--- src/rtl/crop_stream_ctrl_if.sv ---
// Single-beat valid/ready stream bundle shared by the raster input and the
// network-facing output of crop_stream_ctrl.
interface crop_stream_if #(
    parameter int W = 16
);
    logic [W-1:0] tdata;
    logic         tvalid;
    logic         tready;

    // Producer side: drives data/valid, observes ready.
    modport master (
        output tdata,
        output tvalid,
        input  tready
    );

    // Consumer side: observes data/valid, drives ready.
    modport slave (
        input  tdata,
        input  tvalid,
        output tready
    );
endinterface

--- src/rtl/crop_stream_ctrl.sv ---
// crop_stream_ctrl: per-frame sequencer for the myproject CNN. Consumes a full
// IN_ROWS x IN_COLS raster, pulses the network's ap_start once, forwards only
// the OUT_ROWS x OUT_COLS window at (y1, x1) through a one-entry output
// register, and reports completion after the network's ap_done and the final
// output drain.
module crop_stream_ctrl #(
    parameter int FP_TOTAL = 16,
    parameter int IN_ROWS  = 100,
    parameter int IN_COLS  = 160,
    parameter int OUT_ROWS = 48,
    parameter int OUT_COLS = 48,
    parameter int RW       = $clog2(IN_ROWS),
    parameter int CW       = $clog2(IN_COLS),
    parameter int FW       = $clog2(OUT_ROWS*OUT_COLS+1)
) (
    input  logic          ap_clk,
    input  logic          ap_rst_n,
    input  logic          start,
    input  logic [RW-1:0] cfg_y1,
    input  logic [CW-1:0] cfg_x1,
    crop_stream_if.slave  s,
    crop_stream_if.master m,
    output logic          net_ap_start,
    input  logic          net_ap_done,
    output logic          busy,
    output logic          frame_done,
    output logic          cfg_err,
    output logic [FW-1:0] fwd_count
);

    typedef enum logic [1:0] {
        IDLE      = 2'd0,
        START     = 2'd1,
        STREAM    = 2'd2,
        WAIT_DONE = 2'd3
    } state_t;

    state_t        r_state;
    state_t        w_state_nx;

    logic [RW-1:0] r_row;
    logic [CW-1:0] r_col;
    logic [RW-1:0] r_y1;
    logic [CW-1:0] r_x1;
    logic [FW-1:0] r_fwd;
    logic          r_done_seen;
    logic          r_cfg_err;
    logic [FP_TOTAL-1:0] r_mdata;
    logic          r_mvalid;

    // One extra bit so y1+OUT_ROWS / x1+OUT_COLS cannot wrap for any cfg value.
    logic [RW:0]   w_y_end_cfg;
    logic [CW:0]   w_x_end_cfg;
    logic [RW:0]   w_y_end;
    logic [CW:0]   w_x_end;
    logic          w_cfg_ok;
    logic          w_start_ok;
    logic          w_cfg_bad;
    logic          w_in_win;
    logic          w_s_tready;
    logic          w_accept;
    logic          w_load;
    logic          w_last_beat;
    logic          w_frame_done;
    logic          w_net_start;

    assign w_y_end_cfg = {1'b0, cfg_y1} + (RW+1)'(OUT_ROWS);
    assign w_x_end_cfg = {1'b0, cfg_x1} + (CW+1)'(OUT_COLS);
    assign w_cfg_ok    = (w_y_end_cfg <= (RW+1)'(IN_ROWS)) &&
                         (w_x_end_cfg <= (CW+1)'(IN_COLS));

    // Window bounds come from the latched cfg, so cfg may change mid-frame.
    assign w_y_end  = {1'b0, r_y1} + (RW+1)'(OUT_ROWS);
    assign w_x_end  = {1'b0, r_x1} + (CW+1)'(OUT_COLS);
    assign w_in_win = (r_row >= r_y1) && ({1'b0, r_row} < w_y_end) &&
                      (r_col >= r_x1) && ({1'b0, r_col} < w_x_end);

    assign w_last_beat = (r_row == RW'(IN_ROWS-1)) && (r_col == CW'(IN_COLS-1));

    assign w_accept = s.tvalid && w_s_tready;
    assign w_load   = w_accept && w_in_win;

    // State register.
    always_ff @(posedge ap_clk or negedge ap_rst_n) begin
        if (!ap_rst_n) r_state <= IDLE;
        else           r_state <= w_state_nx;
    end

    // Next-state and per-state handshake/strobe decode.
    always_comb begin
        w_state_nx   = r_state;
        w_s_tready   = 1'b0;
        w_net_start  = 1'b0;
        w_frame_done = 1'b0;
        w_start_ok   = 1'b0;
        w_cfg_bad    = 1'b0;
        unique case (r_state)
            IDLE: begin
                if (start) begin
                    if (w_cfg_ok) begin
                        w_start_ok = 1'b1;
                        w_state_nx = START;
                    end else begin
                        w_cfg_bad = 1'b1;
                    end
                end
            end
            START: begin
                w_net_start = 1'b1;
                w_state_nx  = STREAM;
            end
            STREAM: begin
                // Out-of-window pixels are always sunk; window pixels wait for
                // room in the output register (or a same-cycle drain).
                w_s_tready = w_in_win ? (!r_mvalid || m.tready) : 1'b1;
                if (s.tvalid && w_s_tready && w_last_beat)
                    w_state_nx = WAIT_DONE;
            end
            WAIT_DONE: begin
                if (r_done_seen && !r_mvalid) begin
                    w_frame_done = 1'b1;
                    w_state_nx   = IDLE;
                end
            end
            default: w_state_nx = IDLE;
        endcase
    end

    // Latch crop origin on an accepted start.
    always_ff @(posedge ap_clk or negedge ap_rst_n) begin
        if (!ap_rst_n) begin
            r_y1 <= '0;
            r_x1 <= '0;
        end else if (w_start_ok) begin
            r_y1 <= cfg_y1;
            r_x1 <= cfg_x1;
        end
    end

    // Raster position: advances on every accepted beat, wraps at line end.
    always_ff @(posedge ap_clk or negedge ap_rst_n) begin
        if (!ap_rst_n) begin
            r_row <= '0;
            r_col <= '0;
        end else if (w_start_ok) begin
            r_row <= '0;
            r_col <= '0;
        end else if (w_accept) begin
            if (r_col == CW'(IN_COLS-1)) begin
                r_col <= '0;
                r_row <= r_row + 1'b1;
            end else begin
                r_col <= r_col + 1'b1;
            end
        end
    end

    // Forwarded-beat count; holds after the frame until the next accepted start.
    always_ff @(posedge ap_clk or negedge ap_rst_n) begin
        if (!ap_rst_n)       r_fwd <= '0;
        else if (w_start_ok) r_fwd <= '0;
        else if (w_load)     r_fwd <= r_fwd + 1'b1;
    end

    // Remember network completion; it may arrive before the raster finishes.
    always_ff @(posedge ap_clk or negedge ap_rst_n) begin
        if (!ap_rst_n)
            r_done_seen <= 1'b0;
        else if (w_start_ok)
            r_done_seen <= 1'b0;
        else if (net_ap_done && (r_state == STREAM || r_state == WAIT_DONE))
            r_done_seen <= 1'b1;
    end

    // One-entry output register: load wins over drain, data frozen while stalled.
    always_ff @(posedge ap_clk or negedge ap_rst_n) begin
        if (!ap_rst_n) begin
            r_mdata  <= '0;
            r_mvalid <= 1'b0;
        end else if (w_load) begin
            r_mdata  <= s.tdata;
            r_mvalid <= 1'b1;
        end else if (m.tready) begin
            r_mvalid <= 1'b0;
        end
    end

    // Registered reject pulse so reset cleanly forces it low.
    always_ff @(posedge ap_clk or negedge ap_rst_n) begin
        if (!ap_rst_n) r_cfg_err <= 1'b0;
        else           r_cfg_err <= w_cfg_bad;
    end

    assign s.tready     = w_s_tready;
    assign m.tdata      = r_mdata;
    assign m.tvalid     = r_mvalid;
    assign net_ap_start = w_net_start;
    assign busy         = (r_state != IDLE);
    assign frame_done   = w_frame_done;
    assign cfg_err      = r_cfg_err;
    assign fwd_count    = r_fwd;

endmodule
--- src/flat_wrapper.sv ---
// flat-port wrapper written by rule: the top's interface ports become plain ports
module crop_stream_ctrl_flat 
#(
    parameter int FP_TOTAL = 16,
    parameter int IN_ROWS  = 100,
    parameter int IN_COLS  = 160,
    parameter int OUT_ROWS = 48,
    parameter int OUT_COLS = 48,
    parameter int RW       = $clog2(IN_ROWS),
    parameter int CW       = $clog2(IN_COLS),
    parameter int FW       = $clog2(OUT_ROWS*OUT_COLS+1)
)
  (ap_clk, ap_rst_n, start, cfg_y1, cfg_x1, net_ap_start, net_ap_done, busy, frame_done, cfg_err, fwd_count, s_tdata, s_tvalid, s_tready, m_tdata, m_tvalid, m_tready);
  crop_stream_if s_i ();
  crop_stream_if m_i ();
  input  logic ap_clk;
  input  logic ap_rst_n;
  input  logic start;
  input  logic [RW-1:0] cfg_y1;
  input  logic [CW-1:0] cfg_x1;
  output logic net_ap_start;
  input  logic net_ap_done;
  output logic busy;
  output logic frame_done;
  output logic cfg_err;
  output logic [FW-1:0] fwd_count;
  input wire logic [$bits(s_i.tdata)-1:0] s_tdata;
  input wire logic [$bits(s_i.tvalid)-1:0] s_tvalid;
  output wire logic [$bits(s_i.tready)-1:0] s_tready;
  output wire logic [$bits(m_i.tdata)-1:0] m_tdata;
  output wire logic [$bits(m_i.tvalid)-1:0] m_tvalid;
  input wire logic [$bits(m_i.tready)-1:0] m_tready;
  assign s_i.tdata = s_tdata;
  assign s_i.tvalid = s_tvalid;
  assign s_tready = s_i.tready;
  assign m_tdata = m_i.tdata;
  assign m_tvalid = m_i.tvalid;
  assign m_i.tready = m_tready;
  crop_stream_ctrl #(.FP_TOTAL(FP_TOTAL), .IN_ROWS(IN_ROWS), .IN_COLS(IN_COLS), .OUT_ROWS(OUT_ROWS), .OUT_COLS(OUT_COLS), .RW(RW), .CW(CW), .FW(FW)) u_core (.ap_clk(ap_clk), .ap_rst_n(ap_rst_n), .start(start), .cfg_y1(cfg_y1), .cfg_x1(cfg_x1), .s(s_i), .m(m_i), .net_ap_start(net_ap_start), .net_ap_done(net_ap_done), .busy(busy), .frame_done(frame_done), .cfg_err(cfg_err), .fwd_count(fwd_count));
endmodule
--- config.mk ---
export PLATFORM = sky130hd
export DESIGN_NAME = crop_stream_ctrl_flat
export DESIGN_NICKNAME = d
export VERILOG_FILES = /design/src/rtl/crop_stream_ctrl_if.sv /design/src/rtl/crop_stream_ctrl.sv /design/src/flat_wrapper.sv
export SDC_FILE = /design/constraint.sdc
export NUM_CORES = 1
export LEC_CHECK = 0
export CAP_MARGIN = 20
export CORE_MARGIN = 8
export CORE_UTILIZATION = 53
export DETAILED_ROUTE_END_ITERATION = 10
export PLACE_DENSITY = 0.85
export SLEW_MARGIN = 20
export SYNTH_ARGS = -nofsm -noshare
export SYNTH_HDL_FRONTEND = slang
export SYNTH_SLANG_ARGS = --single-unit
--- constraint.sdc ---
create_clock -name ap_clk -period 3.1 [get_ports ap_clk]
set_input_delay 0.62 -clock ap_clk [delete_from_list [all_inputs] [get_ports ap_clk]]
set_output_delay 0.62 -clock ap_clk [all_outputs]
set_load 0.1 [all_outputs]
; Word-level counts from Yosys, hierarchy flattened
; Cells that the tools add are included.
[word_totals]
reg_bits = 63
latch_bits = 0
ramBits = 0
mem_bits_ro = 0
in_bits = 37
out_inout_bits = 34
word_cells = 83
mem_count = 0
[classes]
addsub = 7
mul = 0
n_div = 0
magnitude_cmp = 6
eq_ne = 9
shifts = 0
n_mux = 28
bitwise_logic = 0
reduce_logical = 23
[op_table]
columns = cell, count
row1 = $mux 12, 2
row2 = $mux 8, 3
row3 = $mux 7, 3
row4 = $add 8x6->9 const B, 2
row5 = $add 7x6->8 const B, 2
row6 = $mux 1, 15
row7 = $add 12x1->12 const B, 1
row8 = $reduce_bool 2->1, 6
row9 = $logic_and 1x1->1, 11
row10 = $le 9x8->1 const B, 1
row11 = $lt 8x9->1, 1
row12 = $add 8x1->8 const B, 1
row13 = $eq 8x8->1 const B, 1
row14 = $ge 8x8->1, 1
row15 = $le 8x7->1 const B, 1
row16 = $lt 7x8->1, 1
row17 = $mux 2, 4
row18 = $pmux 2 s4, 1
row19 = $add 7x1->7 const B, 1
row20 = $eq 7x7->1 const B, 1
row21 = $ge 7x7->1, 1
row22 = $ne 2x1->1 const B, 3
row23 = $eq 2x2->1 const B, 2
row24 = $reduce_and 4->1, 1
row25 = other kinds (6), 7

; Logic depth before layout (Yosys ltp)
; Gate-level depths: netlist (run 1).
[logic_depth]
depth_word = 11
mapped_depth = 13
ltp_nobuf = 11

; Worst setup path after synthesis (run 1)
; OpenSTA, ideal clock, no wires.
[synth_path]
kind = flip-flop to output port
startpoint = reg u_core.r_x1[4]
endpoint = out s_tready
arrival_time_ns = 3.288
slack_ns = -0.808
path_stages_with_launch = 13
n_path_buf = 2
cell_sequence = dfrtp_1 > inv_1 > ha_1 > xor2_1 > ha_1 > nand3_1 > a21oi_1 > o311ai_1 > and3_1 > buf_2 > and2_1 > buf_6 > nor2b_1
[synth_between]
elab_chain_cells = 5
[synth_lines]
columns = element, line
row1 = from (decl), crop_stream_ctrl.sv:44  ; logic [CW-1:0] r_x1;
row2 = from (signal assigned), crop_stream_ctrl.sv:136  ; r_x1 <= cfg_x1;
row3 = $add 8x6->9 / $ge 8x8->1 (equally long branches), "crop_stream_ctrl.sv:74, crop_stream_ctrl.sv:76"
row4 = $lt 8x9->1 / $logic_and 1x1->1 (equally long branches), "crop_stream_ctrl.sv:76, crop_stream_ctrl.sv:75"
row5 = $logic_and 1x1->1 *, crop_stream_ctrl.sv:76  ; (r_col >= r_x1) && ({1'b0, r_col} < w_x_end);
row6 = $mux 1 *, crop_stream_ctrl.sv:115  ; w_s_tready = w_in_win ? (!r_mvalid || m.tready) : 1'b1;
row7 = $mux 1 *, crop_stream_ctrl.sv:97  ; unique case (r_state)
row8 = to (decl), flat_wrapper.sv:29  ; output wire logic [$bits(s_i.tready)-1:0] s_tready;
; Every way passes the cells marked *; elsewhere a longest branch is shown, timed or not.

; Final worst setup path (run 1)
; Ends and elaborated chain as after synthesis.

==> results_dict.tcl, run 1 <==
set metrics [dict create \
    nFillCells 503 \
    synth_cell_types 53 \
    rsz0062_at_grt "true" \
    cts_hold_buffers 0 \
    wl_um 9519 \
    finalSetupViolCount 1 \
    syn-cell-area_mm2 0.003729 \
    grt_overflow_total 0 \
    start_util 0.5488 \
    yosys.area.top_type_share 0.4228 \
    fmax_ghz 0.3196 \
    final_max_slew_viol_count 0 \
    grt_pass1_wl_um 16260 \
    violations "negative setup slack" \
    hpwl_um 6894 \
    drive_gt1_frac 0.1903 \
    final_util 0.7160 \
    area_delta_synth_final_pct 30.47 \
    vias_per_cell 5.484 \
    p_leak_nw 2.361 \
    clk_pin_slew_ns 0.07 \
    synth-edff-count 0 \
    place_inst 588 \
    crit_path_top_delay_cell "dfrtp_1" \
    netSwitchingFraction 0.2523 \
    post-route-min-period_ns 3.128 \
    drcViolationCount 0 \
    asyncSetResetFlopFracSynth 1.000 \
    n_antenna_cell 0 \
    drt-initial-drc-count 226 \
    grt.total_usage 0.2002 \
    insertion_delay_ns 0.33 \
    crit_path_end_kind "output port" \
    synth_common_cells "nand2_1 (91), dfrtp_1 (63), ha_1 (34), a21oi_1 (31), inv_1 (30)" \
    vias 3351 \
    htreeDepth 3 \
    maxCapViolCount 0 \
    synth_flop_cell "dfrtp_1" \
    core_area_mm2 0.006794 \
    portBuffers 70 \
    synth_nets 492 \
    grt_max_degree 32 \
    cts_buffer_depth 2 \
    avgSynthCellArea_um2 8.856 \
    power.switching_w 0.0004893 \
    pin_count 71 \
    irDropWorstVdd_mv 0.2380 \
    cpPeakStageDelay_ns 0.39 \
    hp-class "input pin to async pin" \
    num_rows 30 \
    cts_sinks 63 \
    min_period_over_period 1.009 \
    pwr-share-clk 0.402 \
    yosysMostFrequentCell "nand2_1" \
    drt-wirelength-per-cell_um 15.58 \
    synth_top_cell_by_area "dfrtp_1" \
    grt_pass1_vias 3510 \
    worstPathMaxFanout 3 \
    crit_path_start_kind "register" \
    comb_power_share 0.131 \
    final_cells 611 \
    yosysSeqAreaShare 0.4228 \
    status "finished with violations" \
    globalplace.congestion 0.8553 \
    dieArea_mm2 0.009975 \
    ys.warnings.count 0 \
    slew_headroom 0.6279 \
    syn_inst 421 \
    worst_slack_ns -0.02844 \
    crit_type "register to output port" \
    crit_arrival_ns 2.51 \
    synthTopCellsByArea "dfrtp_1 (42%), ha_1 (11%), nand2_1 (9.2%), a21oi_1 (4.2%), o21ai_0 (3.2%)" \
    intPower_w 0.001450 \
    worstPathRequired_ns 2.48 \
    crit_buf_inv 2 \
    crit_chain "inv_2, ha_4, xor2_1, ha_1, nand3_2, a21oi_2, o311ai_4, and3_4, and2_4, nor2b_4, buf_12" \
    cts_root_buf "clkbuf_8" \
    tritoncts "built" \
    nets 582 \
    skew_ns 0.01034 \
    firstDrtPassIters 5 \
    antenna_found_initial 0 \
    power.density_mw_per_mm2 398.6 \
    cp_top_family "simple AND/OR/NAND/NOR gates" \
    fp.dieH_um 99.88 \
    tightest_slew_ns 0.5441 \
    die_width_um 99.88 \
    ys_seq_elements 63 \
    dp_slack_ns 0.07889 \
    cts_buffers 9 \
    p_seq_frac 0.467 \
    ant_nets 0 \
    hold_viol 0 \
]
## cell families (layout without fill, tap and decap cells)
| kind of cell | count (synthesis) | after routing | synth area share |
|---|---|---|---|
| buffers and inverters | 44 | 138 | 0.04799 |
| DFF | 63 | 63 | 0.4228 |
| AOI/OAI and AO/OA | 88 | 88 | 0.1480 |
| and+or+nand+nor | 176 | 176 | 0.2275 |
| muxes | 4 | 4 | 0.01141 |
| xor gates and xnor gates | 12 | 12 | 0.02819 |
| adders and majority gates | 34 | 34 | 0.1141 |
## layer usage
layer,track usage,up-vias,share of wire
met5,0,-,0
met4,0.08382,0,0.022
met3,0.05952,22,0.067
met1,0.2327,1590,0.41
met2,0.3356,104,0.50
li1,-,1635,-
## registers in the layout, indices dropped and copies added (netlist names)
| register | count |
|---|---|
| u_core.r_state | 2 |
| u_core.m.tvalid | 1 |
| u_core.r_x1 | 8 |
| u_core.cfg_err | 1 |
| u_core.r_row | 7 |
| u_core.fwd_count | 12 |
| u_core.r_col | 8 |
| u_core.m.tdata | 16 |
| u_core.r_y1 | 7 |
| u_core.r_done_seen | 1 |
## power groups by stage
stage	clock (W)	sequential (W)	combinational (W)
3_5_place_dp	0	0.000919	0.000230
2_1_floorplan	0	0.000904	0.000131
5_1_grt	0.000826	0.000911	0.000287
4_1_cts	0.000786	0.000904	0.000247
3_3_place_gp	0	0.000915	0.000219
6_report	0.000779	0.000906	0.000254
## final timing paths
path | start | endpoint | slack [ns] | cells after the start
worst max-delay path | u_core.r_x1[4] | s_tready | -0.03 | 11
worst min-delay path | ap_rst_n | u_core.r_x1[7] | 0.23 | 1
worst max register to register | u_core.r_y1[5] | u_core.fwd_count[11] | 0.23 | 13
worst min register to register | u_core.r_x1[0] | u_core.r_x1[0] | 0.49 | 2
max in group asynchronous | ap_rst_n | u_core.r_col[0] | 2.15 | 2
min in group ap_clk | u_core.r_x1[0] | u_core.r_x1[0] | 0.49 | 2
## placed cells by master, fill, tap and decap left out, types with 14 or more instances in the layout
cell type	instances
a21oi_1	28
buf_4	54
clkdlybuf4s50_1	35
dfrtp_1	63
ha_1	32
inv_1	27
nand2_1	91
nand3_1	14
nor2_1	24
o21ai_0	23
## per-stage QoR
| step | power, W | instance area [um^2] | hold WS [ns] | TNS, ns |
|---|---|---|---|---|
| 2_1_floorplan | 0.001035 | 3736 | 0.3244 | 0 |
| 3_3_place_gp | 0.001135 | 4518 | 0.4588 | 0 |
| 3_5_place_dp | 0.001150 | 4518 | 0.4720 | 0 |
| 4_1_cts | 0.001936 | 4807 | 0.2415 | 0 |
| 5_1_grt | 0.002024 | 4865 | 0.2590 | -0.1405 |
| 6_report | 0.001939 | 4865 | 0.2334 | -0.02844 |
## worst reg2reg max path: cells and delay by family (launching register included)
kind / cells / cell delay (ns)
DFF: 1 / 0.38
adders and majority gates: 2 / 0.44
xor gates and xnor gates: 1 / 0.20
AOI/OAI and AO/OA: 4 / 0.78
and+or+nand+nor: 3 / 0.44
buffers and inverters: 3 / 0.50
## cell type report
| cell class | instances | area (um^2) | area share |
|---|---|---|---|
| clock buffer | 12 | 145.1 | 0.02984 |
| clock inverter | 3 | 67.56 | 0.01389 |
| inverter | 32 | 120.1 | 0.02469 |
| multi-input combinational | 314 | 2054 | 0.4223 |
| sequential | 63 | 1577 | 0.3241 |
| tap | 96 | 120.1 | 0.02469 |
| timing repair buffer | 91 | 780.7 | 0.1605 |
## repair_timing
action | CTS | global route
pin swaps | 4 | 6
endpoints found under the setup margin | 1 | 1
setup buffers | 5 | 3
resized for setup | 9 | 7
Power figures use the tool's default switching activity.
==> run 2: changes to the inputs <==
- HOLD_SLACK_MARGIN: not set -> 0.02
==> results of run 2 <==
Final layout, timing and power as in run 1 (identical DEF).
